### src/rtl/mem_arbiter_if.sv
// -----------------------------------------------------------------------------
// mem_arbiter_if
// Bundles the instruction-fetch port, the data port and the unified memory
// port of mem_arbiter.
//   slave  : view taken by the arbiter (requests in, responses/memory strobes out)
//   master : view taken by the requesters and memory model (the opposite view)
// Parameters: N  - data width of the DM path and the memory (>= 64)
//             AW - byte-address width of im_addr / dm_addr
// -----------------------------------------------------------------------------
interface mem_arbiter_if #(
  parameter int N  = 64,
  parameter int AW = 10
);
  // Instruction fetch port
  logic          im_req;
  logic [AW-1:0] im_addr;
  logic [31:0]   im_rdata;
  logic          im_ready;
  // Data port
  logic          dm_read;
  logic          dm_write;
  logic [AW-1:0] dm_addr;
  logic [N-1:0]  dm_wdata;
  logic [N-1:0]  dm_rdata;
  logic          dm_ready;
  // Unified memory port
  logic          mem_en;
  logic          mem_we;
  logic [AW-4:0] mem_addr;
  logic [N-1:0]  mem_wdata;
  logic [N-1:0]  mem_rdata;
  // Status
  logic          busy;

  modport slave (
    input  im_req, im_addr, dm_read, dm_write, dm_addr, dm_wdata, mem_rdata,
    output im_rdata, im_ready, dm_rdata, dm_ready,
           mem_en, mem_we, mem_addr, mem_wdata, busy
  );

  modport master (
    output im_req, im_addr, dm_read, dm_write, dm_addr, dm_wdata, mem_rdata,
    input  im_rdata, im_ready, dm_rdata, dm_ready,
           mem_en, mem_we, mem_addr, mem_wdata, busy
  );
endinterface

### src/rtl/mem_arbiter.sv
// -----------------------------------------------------------------------------
// mem_arbiter
// Shares one fixed-latency memory between an instruction-fetch master (IM) and
// a data master (DM). One access at a time walks IDLE -> ISSUE -> WAIT -> RESP;
// ties are broken round-robin.
// Ports:
//   CLOCK_50 - single clock, rising edge
//   reset    - asynchronous, active-low
//   bus      - mem_arbiter_if.slave: IM/DM request and response signals,
//              memory strobe/address/write data, memory read data, busy
// Parameters: N (data width), AW (byte-address width), LAT (1..7, memory
//             read latency in cycles after the mem_en cycle)
// -----------------------------------------------------------------------------
module mem_arbiter #(
  parameter int N   = 64,
  parameter int AW  = 10,
  parameter int LAT = 2
) (
  input  logic          CLOCK_50,
  input  logic          reset,
  mem_arbiter_if.slave  bus
);

  typedef enum logic [1:0] {
    S_IDLE  = 2'd0,
    S_ISSUE = 2'd1,
    S_WAIT  = 2'd2,
    S_RESP  = 2'd3
  } state_t;

  state_t        state_q, state_d;
  logic [2:0]    cnt_q, cnt_d;
  // Grant bookkeeping: 1 = DM, 0 = IM
  logic          last_dm_q, last_dm_d;
  logic          gnt_dm_q, gnt_dm_d;
  // Latched request
  logic          we_q, we_d;
  logic          hi_q, hi_d;          // IM fetch takes the upper 32-bit half
  logic [AW-4:0] addr_q, addr_d;
  logic [N-1:0]  wdata_q, wdata_d;
  // Output registers
  logic          mem_en_q, mem_en_d;
  logic          mem_we_q, mem_we_d;
  logic          im_ready_q, im_ready_d;
  logic          dm_ready_q, dm_ready_d;
  logic          busy_q, busy_d;
  logic [31:0]   im_rdata_q, im_rdata_d;
  logic [N-1:0]  dm_rdata_q, dm_rdata_d;

  logic          im_pend_s, dm_pend_s, req_s, pick_dm_s;

  // Arbitration: DM wins when alone, or on a tie when IM was granted last
  always_comb begin
    im_pend_s = bus.im_req;
    dm_pend_s = bus.dm_read | bus.dm_write;
    req_s     = im_pend_s | dm_pend_s;
    pick_dm_s = dm_pend_s & (~im_pend_s | ~last_dm_q);
  end

  // FSM state register and latency counter
  always_ff @(posedge CLOCK_50 or negedge reset) begin
    if (!reset) begin
      state_q <= S_IDLE;
      cnt_q   <= 3'd0;
    end else begin
      state_q <= state_d;
      cnt_q   <= cnt_d;
    end
  end

  // FSM next-state and counter logic
  always_comb begin
    state_d = state_q;
    cnt_d   = cnt_q;
    case (state_q)
      S_IDLE: begin
        if (req_s) begin
          state_d = S_ISSUE;
        end else begin
          state_d = S_IDLE;
        end
      end
      S_ISSUE: begin
        state_d = S_WAIT;
        cnt_d   = 3'(LAT - 1);
      end
      S_WAIT: begin
        if (cnt_q == 3'd0) begin
          state_d = S_RESP;
        end else begin
          cnt_d = cnt_q - 3'd1;
        end
      end
      S_RESP:  state_d = S_IDLE;
      default: state_d = S_IDLE;
    endcase
  end

  // Output and datapath next values; outputs are computed one cycle ahead so
  // that every output comes straight from a flop
  always_comb begin
    last_dm_d  = last_dm_q;
    gnt_dm_d   = gnt_dm_q;
    we_d       = we_q;
    hi_d       = hi_q;
    addr_d     = addr_q;
    wdata_d    = wdata_q;
    mem_en_d   = 1'b0;
    mem_we_d   = 1'b0;
    im_ready_d = 1'b0;
    dm_ready_d = 1'b0;
    im_rdata_d = im_rdata_q;
    dm_rdata_d = dm_rdata_q;
    busy_d     = (state_d != S_IDLE);
    case (state_q)
      S_IDLE: begin
        if (req_s) begin
          gnt_dm_d  = pick_dm_s;
          last_dm_d = pick_dm_s;
          mem_en_d  = 1'b1;
          if (pick_dm_s) begin
            // read+write together is a write
            addr_d   = bus.dm_addr[AW-1:3];
            we_d     = bus.dm_write;
            hi_d     = 1'b0;
            wdata_d  = bus.dm_wdata;
            mem_we_d = bus.dm_write;
          end else begin
            addr_d   = bus.im_addr[AW-1:3];
            we_d     = 1'b0;
            hi_d     = bus.im_addr[2];
            wdata_d  = wdata_q;
            mem_we_d = 1'b0;
          end
        end else begin
          mem_en_d = 1'b0;
        end
      end
      S_WAIT: begin
        // Last WAIT cycle: memory data is valid now
        if (cnt_q == 3'd0) begin
          if (gnt_dm_q) begin
            dm_ready_d = 1'b1;
            if (!we_q) begin
              dm_rdata_d = bus.mem_rdata;
            end else begin
              dm_rdata_d = dm_rdata_q;
            end
          end else begin
            im_ready_d = 1'b1;
            im_rdata_d = hi_q ? bus.mem_rdata[63:32] : bus.mem_rdata[31:0];
          end
        end else begin
          im_ready_d = 1'b0;
        end
      end
      default: begin
        mem_en_d = 1'b0;
      end
    endcase
  end

  // Datapath and output registers; reset clears everything, aborting any access
  always_ff @(posedge CLOCK_50 or negedge reset) begin
    if (!reset) begin
      last_dm_q  <= 1'b0;
      gnt_dm_q   <= 1'b0;
      we_q       <= 1'b0;
      hi_q       <= 1'b0;
      addr_q     <= '0;
      wdata_q    <= '0;
      mem_en_q   <= 1'b0;
      mem_we_q   <= 1'b0;
      im_ready_q <= 1'b0;
      dm_ready_q <= 1'b0;
      busy_q     <= 1'b0;
      im_rdata_q <= 32'd0;
      dm_rdata_q <= '0;
    end else begin
      last_dm_q  <= last_dm_d;
      gnt_dm_q   <= gnt_dm_d;
      we_q       <= we_d;
      hi_q       <= hi_d;
      addr_q     <= addr_d;
      wdata_q    <= wdata_d;
      mem_en_q   <= mem_en_d;
      mem_we_q   <= mem_we_d;
      im_ready_q <= im_ready_d;
      dm_ready_q <= dm_ready_d;
      busy_q     <= busy_d;
      im_rdata_q <= im_rdata_d;
      dm_rdata_q <= dm_rdata_d;
    end
  end

  assign bus.mem_en    = mem_en_q;
  assign bus.mem_we    = mem_we_q;
  assign bus.mem_addr  = addr_q;
  assign bus.mem_wdata = wdata_q;
  assign bus.im_ready  = im_ready_q;
  assign bus.dm_ready  = dm_ready_q;
  assign bus.im_rdata  = im_rdata_q;
  assign bus.dm_rdata  = dm_rdata_q;
  assign bus.busy      = busy_q;

endmodule

### src/flat_wrapper.sv
// flat-port wrapper written by rule: the top's interface ports become plain ports
module mem_arbiter_flat 
#(
  parameter int N   = 64,
  parameter int AW  = 10,
  parameter int LAT = 2
)
  (CLOCK_50, reset, bus_im_req, bus_im_addr, bus_dm_read, bus_dm_write, bus_dm_addr, bus_dm_wdata, bus_mem_rdata, bus_im_rdata, bus_im_ready, bus_dm_rdata, bus_dm_ready, bus_mem_en, bus_mem_we, bus_mem_addr, bus_mem_wdata, bus_busy);
  mem_arbiter_if #(.N(N), .AW(AW)) bus_i ();
  input  logic CLOCK_50;
  input  logic reset;
  input wire logic [$bits(bus_i.im_req)-1:0] bus_im_req;
  input wire logic [$bits(bus_i.im_addr)-1:0] bus_im_addr;
  input wire logic [$bits(bus_i.dm_read)-1:0] bus_dm_read;
  input wire logic [$bits(bus_i.dm_write)-1:0] bus_dm_write;
  input wire logic [$bits(bus_i.dm_addr)-1:0] bus_dm_addr;
  input wire logic [$bits(bus_i.dm_wdata)-1:0] bus_dm_wdata;
  input wire logic [$bits(bus_i.mem_rdata)-1:0] bus_mem_rdata;
  output wire logic [$bits(bus_i.im_rdata)-1:0] bus_im_rdata;
  output wire logic [$bits(bus_i.im_ready)-1:0] bus_im_ready;
  output wire logic [$bits(bus_i.dm_rdata)-1:0] bus_dm_rdata;
  output wire logic [$bits(bus_i.dm_ready)-1:0] bus_dm_ready;
  output wire logic [$bits(bus_i.mem_en)-1:0] bus_mem_en;
  output wire logic [$bits(bus_i.mem_we)-1:0] bus_mem_we;
  output wire logic [$bits(bus_i.mem_addr)-1:0] bus_mem_addr;
  output wire logic [$bits(bus_i.mem_wdata)-1:0] bus_mem_wdata;
  output wire logic [$bits(bus_i.busy)-1:0] bus_busy;
  assign bus_i.im_req = bus_im_req;
  assign bus_i.im_addr = bus_im_addr;
  assign bus_i.dm_read = bus_dm_read;
  assign bus_i.dm_write = bus_dm_write;
  assign bus_i.dm_addr = bus_dm_addr;
  assign bus_i.dm_wdata = bus_dm_wdata;
  assign bus_i.mem_rdata = bus_mem_rdata;
  assign bus_im_rdata = bus_i.im_rdata;
  assign bus_im_ready = bus_i.im_ready;
  assign bus_dm_rdata = bus_i.dm_rdata;
  assign bus_dm_ready = bus_i.dm_ready;
  assign bus_mem_en = bus_i.mem_en;
  assign bus_mem_we = bus_i.mem_we;
  assign bus_mem_addr = bus_i.mem_addr;
  assign bus_mem_wdata = bus_i.mem_wdata;
  assign bus_busy = bus_i.busy;
  mem_arbiter #(.N(N), .AW(AW), .LAT(LAT)) u_core (.CLOCK_50(CLOCK_50), .reset(reset), .bus(bus_i));
endmodule
### config.mk
export PLATFORM = sky130hd
export DESIGN_NAME = mem_arbiter_flat
export DESIGN_NICKNAME = d
export VERILOG_FILES = /design/src/rtl/mem_arbiter_if.sv /design/src/rtl/mem_arbiter.sv /design/src/flat_wrapper.sv
export SDC_FILE = /design/constraint.sdc
export NUM_CORES = 1
export LEC_CHECK = 0
export ABC_CLOCK_PERIOD_IN_PS = 3800
export BUFFER_PORTS_ARGS = -buffer_cell sky130_fd_sc_hd__buf_2
export CORE_ASPECT_RATIO = 1.2
export CORE_MARGIN = 3
export CORE_UTILIZATION = 51
export CTS_CLUSTER_DIAMETER = 200
export DETAILED_ROUTE_END_ITERATION = 12
export PLACE_DENSITY = 0.92
export RECOVER_POWER = 100
export SYNTH_ARGS = -nofsm -noshare
export SYNTH_HDL_FRONTEND = slang
export SYNTH_SLANG_ARGS = --single-unit
### constraint.sdc
create_clock -name CLOCK_50 -period 3.8 [get_ports CLOCK_50]
set_input_delay 0.19 -clock CLOCK_50 [delete_from_list [all_inputs] [get_ports CLOCK_50]]
set_output_delay 0.19 -clock CLOCK_50 [all_outputs]
set_load 0.005 [all_outputs]
**Yosys cells after proc, flatten, opt, wreduce, memory -nomap -nowiden**

Cells that the tools add are included.

- Input port bits: 153
- Bits in registers: 180
- Word-level logic and storage cells: 54

- Bitwise gates (word level): 7
- Equality and inequality tests: 4
- $add $sub $neg: 1
- Muxes and demuxes: 19
- Reductions and logical operators: 9

Operators by type and width:

| kind | count |
|---|---|
| 32-bit 2-to-1 mux | 1 |
| 1-bit 2-to-1 mux | 13 |
| 2-bit one-hot mux with 4 select lines | 1 |
| 7-bit 2-to-1 mux | 1 |
| 3-bit one-hot mux with 2 select lines | 1 |
| 3-bit AND reduction | 2 |
| 2-bit == test (second input constant) | 2 |
| 2-bit AND reduction | 2 |
| 4-bit AND reduction | 1 |
| 2-bit nonzero test | 2 |
| 3-bit zero test | 1 |
| 3-bit 2-to-1 mux | 1 |
| 1-bit inverter | 3 |
| 1-bit OR | 3 |
| 3-bit by 1-bit subtractor with 3-bit output (second input constant) | 1 |
| 2-bit by 1-bit == test with 1-bit output (second input constant) | 1 |
| 2-bit zero test | 1 |
| 2-bit 2-to-1 mux | 1 |
| 2-bit != test (second input constant) | 1 |
| 1-bit AND | 1 |

**Longest topological paths before layout**

Gate-level depths: netlist (run 1).

- Depth after elaboration: 6
- Mapped depth: 8
- Gate-level depth less buffers: 6

**Least setup slack after synthesis (run 1)**

OpenSTA, ideal clock, no wires.

- Path kind: flip-flop to flip-flop
- From: register u_core.cnt_q[0]
- To: register u_core.dm_rdata_q[0], in the netlist u_core.bus.dm_rdata[0]
- Setup slack: 2.079 ns
- Library setup time: 0.125 ns
- Cell stages (with the launch flop): 9
- Buffers on the path: 2
- Data arrival time: 1.596 ns
- Required time: 3.675 ns
- Cells stage by stage: dfrtp_1 > inv_1 > ha_1 > ha_1 > and3_4 > nand2b_4 > buf_12 > buf_12 > mux2_4

- Longest elaborated chain between the ends: 2

RTL lines:

| what | line | RTL |
|---|---|---|
| start, declared | mem_arbiter.sv:32 | `logic [2:0] cnt_q, cnt_d;` |
| start signal, assigned | mem_arbiter.sv:67 | `cnt_q <= cnt_d;` |
| 3-bit zero test | mem_arbiter.sv:141 | `if (cnt_q == 3'd0) begin` |
| 4-bit AND reduction (no line) | -- |  |
| end signal, assigned | mem_arbiter.sv:192 | `dm_rdata_q <= dm_rdata_d;` |
| end, declared | mem_arbiter.sv:48 | `logic [N-1:0] dm_rdata_q, dm_rdata_d;` |

No other way between the ends.
A chain may end at the register's enable or synchronous reset.

**Final worst setup path (run 1)**

- From: register u_core.state_q[0]
- To: register u_core.wdata_q[45], in the netlist u_core.bus.mem_wdata[45]

- Longest elaborated chain between the ends: 2

RTL lines:

| what | line | RTL |
|---|---|---|
| start, declared | mem_arbiter.sv:31 | `state_t state_q, state_d;` |
| start signal, assigned | mem_arbiter.sv:66 | `state_q <= state_d;` |
| 2-bit zero test | mem_arbiter.sv:115 | `case (state_q)` |
| 3-bit AND reduction (no line) | -- |  |
| end signal, assigned | mem_arbiter.sv:185 | `wdata_q <= wdata_d;` |
| end, declared | mem_arbiter.sv:40 | `logic [N-1:0] wdata_q, wdata_d;` |

No other way between the ends.

==> results of run 1 <==
==> through the flow <==
| stage | cells | utilization | instance area [um^2] | hold slack [ps] | power, W |
|---|---|---|---|---|---|
| after CTS | 1072 | 0.742 | 10400 | 0.595 | 0.00845 |
| after global placement | 964 | 0.647 | 9100 | 395 | 0.00646 |
| after detailed placement | 964 | 0.647 | 9100 | 395 | 0.00666 |
| after global routing | 1073 | 0.712 | 10000 | -7.86 | 0.00853 |
| final | 1073 | 0.712 | 10000 | 4.84 | 0.00805 |
| after floorplan | 494 | - | 7480 | -106 | 0.00524 |
==> layout make-up <==
class                      count  area share
multi-input combinational    277       0.243
sequential                   180       0.450
tap                          171      0.0214
clock buffer                  19      0.0452
clock inverter                13      0.0121
antenna                        1    0.000250
timing repair buffer         401       0.224
inverter                      11     0.00412
==> registers in the layout, summed over array words and instances (netlist names), 2 cells and up <==
signal	count
u_core.bus.mem_wdata	64
u_core.bus.dm_rdata	64
u_core.state_q	2
u_core.cnt_q	3
u_core.bus.mem_addr	7
u_core.bus.im_rdata	32
==> worst paths after layout <==
path | to | slack (ps) | cells after the start
setup / recovery | u_core.bus.mem_wdata[45] | 1080 | 5
hold / removal | u_core.bus.dm_rdata[10] | 5 | 2
setup reg to reg | u_core.bus.mem_wdata[45] | 1080 | 5
hold reg to reg | u_core.bus.mem_addr[1] | 480 | 2
max in group asynchronous | u_core.bus.dm_rdata[25] | 2340 | 3
min in group asynchronous | u_core.bus.mem_wdata[48] | 460 | 2
==> power groups by stage <==
stage	clock network [W]	logic, W	registers, W
5_1_grt	0.00183	0.00310	0.00360
2_1_floorplan	0	0.00177	0.00347
6_report	0.00172	0.00283	0.00350
3_3_place_gp	0	0.00307	0.00339
4_1_cts	0.00173	0.00329	0.00343
3_5_place_dp	0	0.00322	0.00343
==> metal layers <==
layer / GRT usage / vias up / wire, um
li1: - / 2508 / -
met4: 0.158 / 0 / 1210
met3: 0.0733 / 85 / 1590
met2: 0.476 / 266 / 11500
met5: 0 / - / 0
met1: 0.277 / 2747 / 7590
==> synthesized netlist by cell type <==
cell       number  area, um^2
dfrtp_1       180        4500
mux2_2         64         721
mux2_4         60         901
nand2_1        44         165
o21ai_0        43         215
mux2i_1        40         400
inv_1          11        41.3
buf_12          7         140
buf_6           7        78.8
buf_2           6        30.0
clkbuf_1        6        22.5
ha_1            6        75.1
mux2_1          4        45.0
o31ai_1         2        15.0
or2_2           2        12.5
a211o_1         1        8.76
a21oi_1         1        5.00
a22o_1          1        8.76
and2b_1         1        7.51
and2b_2         1        8.76
and3_4          1        11.3
nand2b_4        1        13.8
nand3b_1        1        7.51
nor2_1          1        3.75
nor2_8          1        20.0
o2bb2ai_1       1        8.76
o31ai_2         1        12.5
==> cells by family (layout without fill, tap and decap cells) <==
logic type / after synthesis / count (layout) / share of synthesized area
flops: 180 / 180 / 0.602
mux: 168 / 168 / 0.276
simple gates: 53 / 53 / 0.0334
compound gates: 50 / 50 / 0.0366
buf+inv: 37 / 444 / 0.0418
fa+ha+maj: 6 / 6 / 0.0100
other cells: 0 / 1 / 0
==> worst register-to-register path: stages (launching register included) <==
cell,delay (ps)
dfrtp_1,390
inv_1,110
ha_1,210
inv_1,90
nor2_4,1270
mux2_2,530
==> results.cfg, run 1 <==
[pwr]
irDropWorstVdd_uv = 400
powerDensity_nw_per_um2 = 804
power.leakage_nw = 4.64
sw_frac_of_total = 0.348
clkPwrFrac = 0.214
cell_internal_pwr_w = 0.00525
switchingPower_w = 0.00280
power_frac_comb = 0.351
power_frac_seq = 0.435

[drt]
vias = 5606
dr.pass1.iters = 4
ant_nets = 0
drt_iter0_drc = 394
detail_route.wl_per_cell_um = 20.4
drc = 0
vias_per_cell = 5.22
drt_wl_total_um = 21900

[cts]
cts.repair.resized = 0
postCtsSetupBuffers = 0
cts_tree = done
ctsLongestPathBuffers = 2
htree_levels = 4
cts_buffers = 17
clk_latency_ps = 420
cts.hold.buffers_added = 76
path_clk_slew_ps = 70
root_buffer = clkbuf_16
cts.sinks = 180

[global_route]
grt_pass1_vias = 6221
grt_pass1_wl_um = 33200
grt_antenna_before_repair = 1
gr-total-overflow = 0
grt.total_usage = 0.269
grt_max_degree = 112

[critical_path]
startpoint = u_core.state_q[0]
crit_path_frequent_cell = inv_1
slowest_stage = nor2_4
critPathLaunchType = flop
crit_fanout = 64
cp.arrival_ps = 3020
path_cells = inv_1, ha_1, inv_1, nor2_4, mux2_2
end_kind = flop
cp_num_buf_inv = 2
crit_type = reg -> reg
max_stage_delay_ps = 1270
crit_family = simple AND/OR/NAND/NOR gates
timing.rr.start = u_core.state_q[0]
crit_required_ps = 4100

[sta]
maxSlewViolCount = 85
setup_tns_ps = 0
worstMarginPinSlew_ps = 1810
fin_skew_ps = 11.3
maxSlewHeadroom = -0.216
hold_violations = 0
finalCritPeriodShare = 0.715
rsz0062_at_grt = false
worst_slack_ps = 1080
finalCriticalPeriod_ps = 2720
fmax_mhz = 368
setup_viol = 0

[synthesis]
ys_warn_count = 0
synthCells = 494
ys_types = 27
ys_seq_elements = 180
synth_area_um2 = 7480
synthesis.nets = 653
ys_seq_area_frac = 0.602
synth.avg_cell_area_um2 = 15.1

[run_status]
status = finished with violations
violations = capacitance limit, slew limit

[floorplanning]
io_pins = 325
start_util = 0.532
die_w_um = 117
fp.coreArea_um2 = 14100
die_h_um = 139
rows = 47
dieArea_um2 = 16200

[final_layout]
num-nets-final = 1047
drive_gt1_frac = 0.314
final_common_cell = dfrtp_1
fillers = 1003
multi_input_area_um2 = 2430
layout_common_cells = dfrtp_1 (179), buf_2 (174), clkbuf_1 (146)
seq_area_um2 = 4510
syn2layout_area_growth_pct = 33.8

[hold_path]
hp-start = bus_mem_rdata[10]
hold_class = in -> reg

[job]
cap_violations = 2

[place]
dp_slack_ps = 1500
io_buffers = 319
hpwl_um = 13700
gp_congestion = 0.855
No activity file was read; power rests on OpenSTA's default activity.
==> run 2, diff against run 1 <==
- ABC_CLOCK_PERIOD_IN_PS: 3800 -> 2760
- CORE_UTILIZATION: 51 -> 48
- PLACE_DENSITY: 0.92 -> 0.88
- clock period: 3.8 -> 2.76 ns (I/O delays scaled with it)
==> run 2 against run 1 <==
The run still ends with capacitance limit, slew limit left. Fmax is 21% higher. Flip-flop and latch count unchanged. Non-clock buffer count grew 62. Critical path depth rose by 2. Register-to-register slack got worse by 560 ps. Sequential power is 40% higher. Utilization is 0.51 points lower. Routed wire length is 5.7% higher. Cell area rose by 7.0%. Critical path type unchanged. Critical endpoint is now u_core.bus.dm_rdata[57]. Highest routed layer is now met5.
==> results.cfg, run 2 (synthesis results as in run 1) <==
[drt]
drt_wl_total_um = 23100
vias_per_cell = 5.01
detail_route.wl_per_cell_um = 19.7
vias = 5875
dr.pass1.iters = 4
ant_nets = 0
drc = 0
drt_iter0_drc = 344

[pwr]
powerDensity_nw_per_um2 = 1050
cell_internal_pwr_w = 0.00728
irDropWorstVdd_uv = 619
power.leakage_nw = 4.95
power_frac_comb = 0.354
clkPwrFrac = 0.210
power_frac_seq = 0.435
switchingPower_w = 0.00395
sw_frac_of_total = 0.352

[cts]
cts_buffers = 17
cts_tree = done
htree_levels = 4
clk_latency_ps = 420
postCtsSetupBuffers = 0
root_buffer = clkbuf_16
path_clk_slew_ps = 70
ctsLongestPathBuffers = 2
cts.sinks = 180

[floorplanning]
io_pins = 325
die_w_um = 120
fp.coreArea_um2 = 15100
dieArea_um2 = 17100
rows = 49
die_h_um = 143
start_util = 0.494

[sta]
fmax_mhz = 446
finalCriticalPeriod_ps = 2240
rsz0062_at_grt = false
maxSlewViolCount = 73
setup_viol = 0
hold_slack_ps = 16.7
fin_skew_ps = 12.5
maxSlewHeadroom = -0.263
hold_violations = 0
worstMarginPinSlew_ps = 1890
finalCritPeriodShare = 0.812
setup_tns_ps = 0

[critical_path]
critPathLaunchType = flop
rrSetupSlack_ps = 520
crit_fanout = 15
end_kind = flop
timing.rr.start = u_core.cnt_q[0]
crit_type = reg -> reg
r2r_cells = 7
worstReg2RegEnd = u_core.bus.dm_rdata[57]
cp.arrival_ps = 2540
crit_required_ps = 3060

[final_layout]
syn2layout_area_growth_pct = 43.1
layout_common_cells = buf_2 (191), dfrtp_1 (179), dlygate4sd3_1 (133)
num-nets-final = 1109
final_common_cell = buf_2
drive_gt1_frac = 0.315

[hold_path]
hp-start = bus_dm_addr[8]
hold_end = u_core.bus.mem_addr[5]
hold_class = in -> reg
hold_depth = 3

[global_route]
grt_max_degree = 75
grt_pass1_wl_um = 35500
grt_antenna_before_repair = 5
gr-total-overflow = 0
grt.total_usage = 0.270
grt_pass1_vias = 6451

[place]
io_buffers = 319
hpwl_um = 13600
gp_congestion = 0.760

[run_status]
violations = capacitance limit, slew limit
status = finished with violations

[job]
cap_violations = 1
==> run 2: critical path, stage by stage, from the launching register on <==
cell and delay (ps):
dfrtp_1 320, inv_1 60, ha_1 190, ha_1 240, and3_1 250, nand2b_4 240
clkbuf_2 420, mux2_1 390
==> run 2: cell type report <==
cell class / instances / area [um^2]
repair buffers: 463 / 2870
fillers: 1096 / 4430
well taps: 204 / 255
flip-flops and latches: 180 / 4510
diodes: 5 / 12.5
inverters: 11 / 41.3
multi-input cells: 277 / 2450
clock buffers: 18 / 429
clock inverters: 14 / 144
==> run 2: how the worst max path moves through the flow <==
stage,from,cells past startpoint,to
after floorplan,u_core.cnt_q[0],8,u_core.bus.dm_rdata[0]
after global placement,u_core.cnt_q[0],7,u_core.bus.dm_rdata[60]
after detailed placement,u_core.cnt_q[0],7,u_core.bus.dm_rdata[56]
after CTS,u_core.cnt_q[0],7,u_core.bus.dm_rdata[24]
after global routing,u_core.state_q[1],6,u_core.bus.mem_wdata[63]
final,u_core.cnt_q[0],7,u_core.bus.dm_rdata[57]
==> run 2: power by group through the flow <==
stage          logic [W]  clock network (W)  registers (W)
2_1_floorplan    0.00243                  0        0.00478
3_3_place_gp     0.00421                  0        0.00475
3_5_place_dp     0.00439                  0        0.00479
4_1_cts          0.00454            0.00239        0.00478
5_1_grt          0.00435            0.00252        0.00504
6_report         0.00398            0.00236        0.00489
==> run 2: timing repair <==
| action | 4_1_cts | 5_1_grt |
|---|---|---|
| resized for setup | 0 | 0 |
| hold endpoints to repair | 203 | 0 |
| hold buffers | 133 | 0 |
==> run 2: metrics by stage <==
stage	instances	util	area, um^2	setup WS, ps	power, W
after floorplan	494	-	7480	1040	0.00721
after global placement	1002	0.608	9200	692	0.00896
after detailed placement	1002	0.608	9200	641	0.00918
after CTS	1167	0.734	11100	631	0.0117
after global routing	1171	0.707	10700	383	0.0119
final	1172	0.707	10700	519	0.0112
==> run 2: layer usage <==
metal	wire [um]	share of wire	up-vias	track usage
met3	1320	0.057	63	0.0610
li1	-	-	2637	-
met2	12500	0.54	249	0.501
met1	8460	0.37	2924	0.292
met5	13	0.00056	-	0
met4	776	0.034	2	0.120
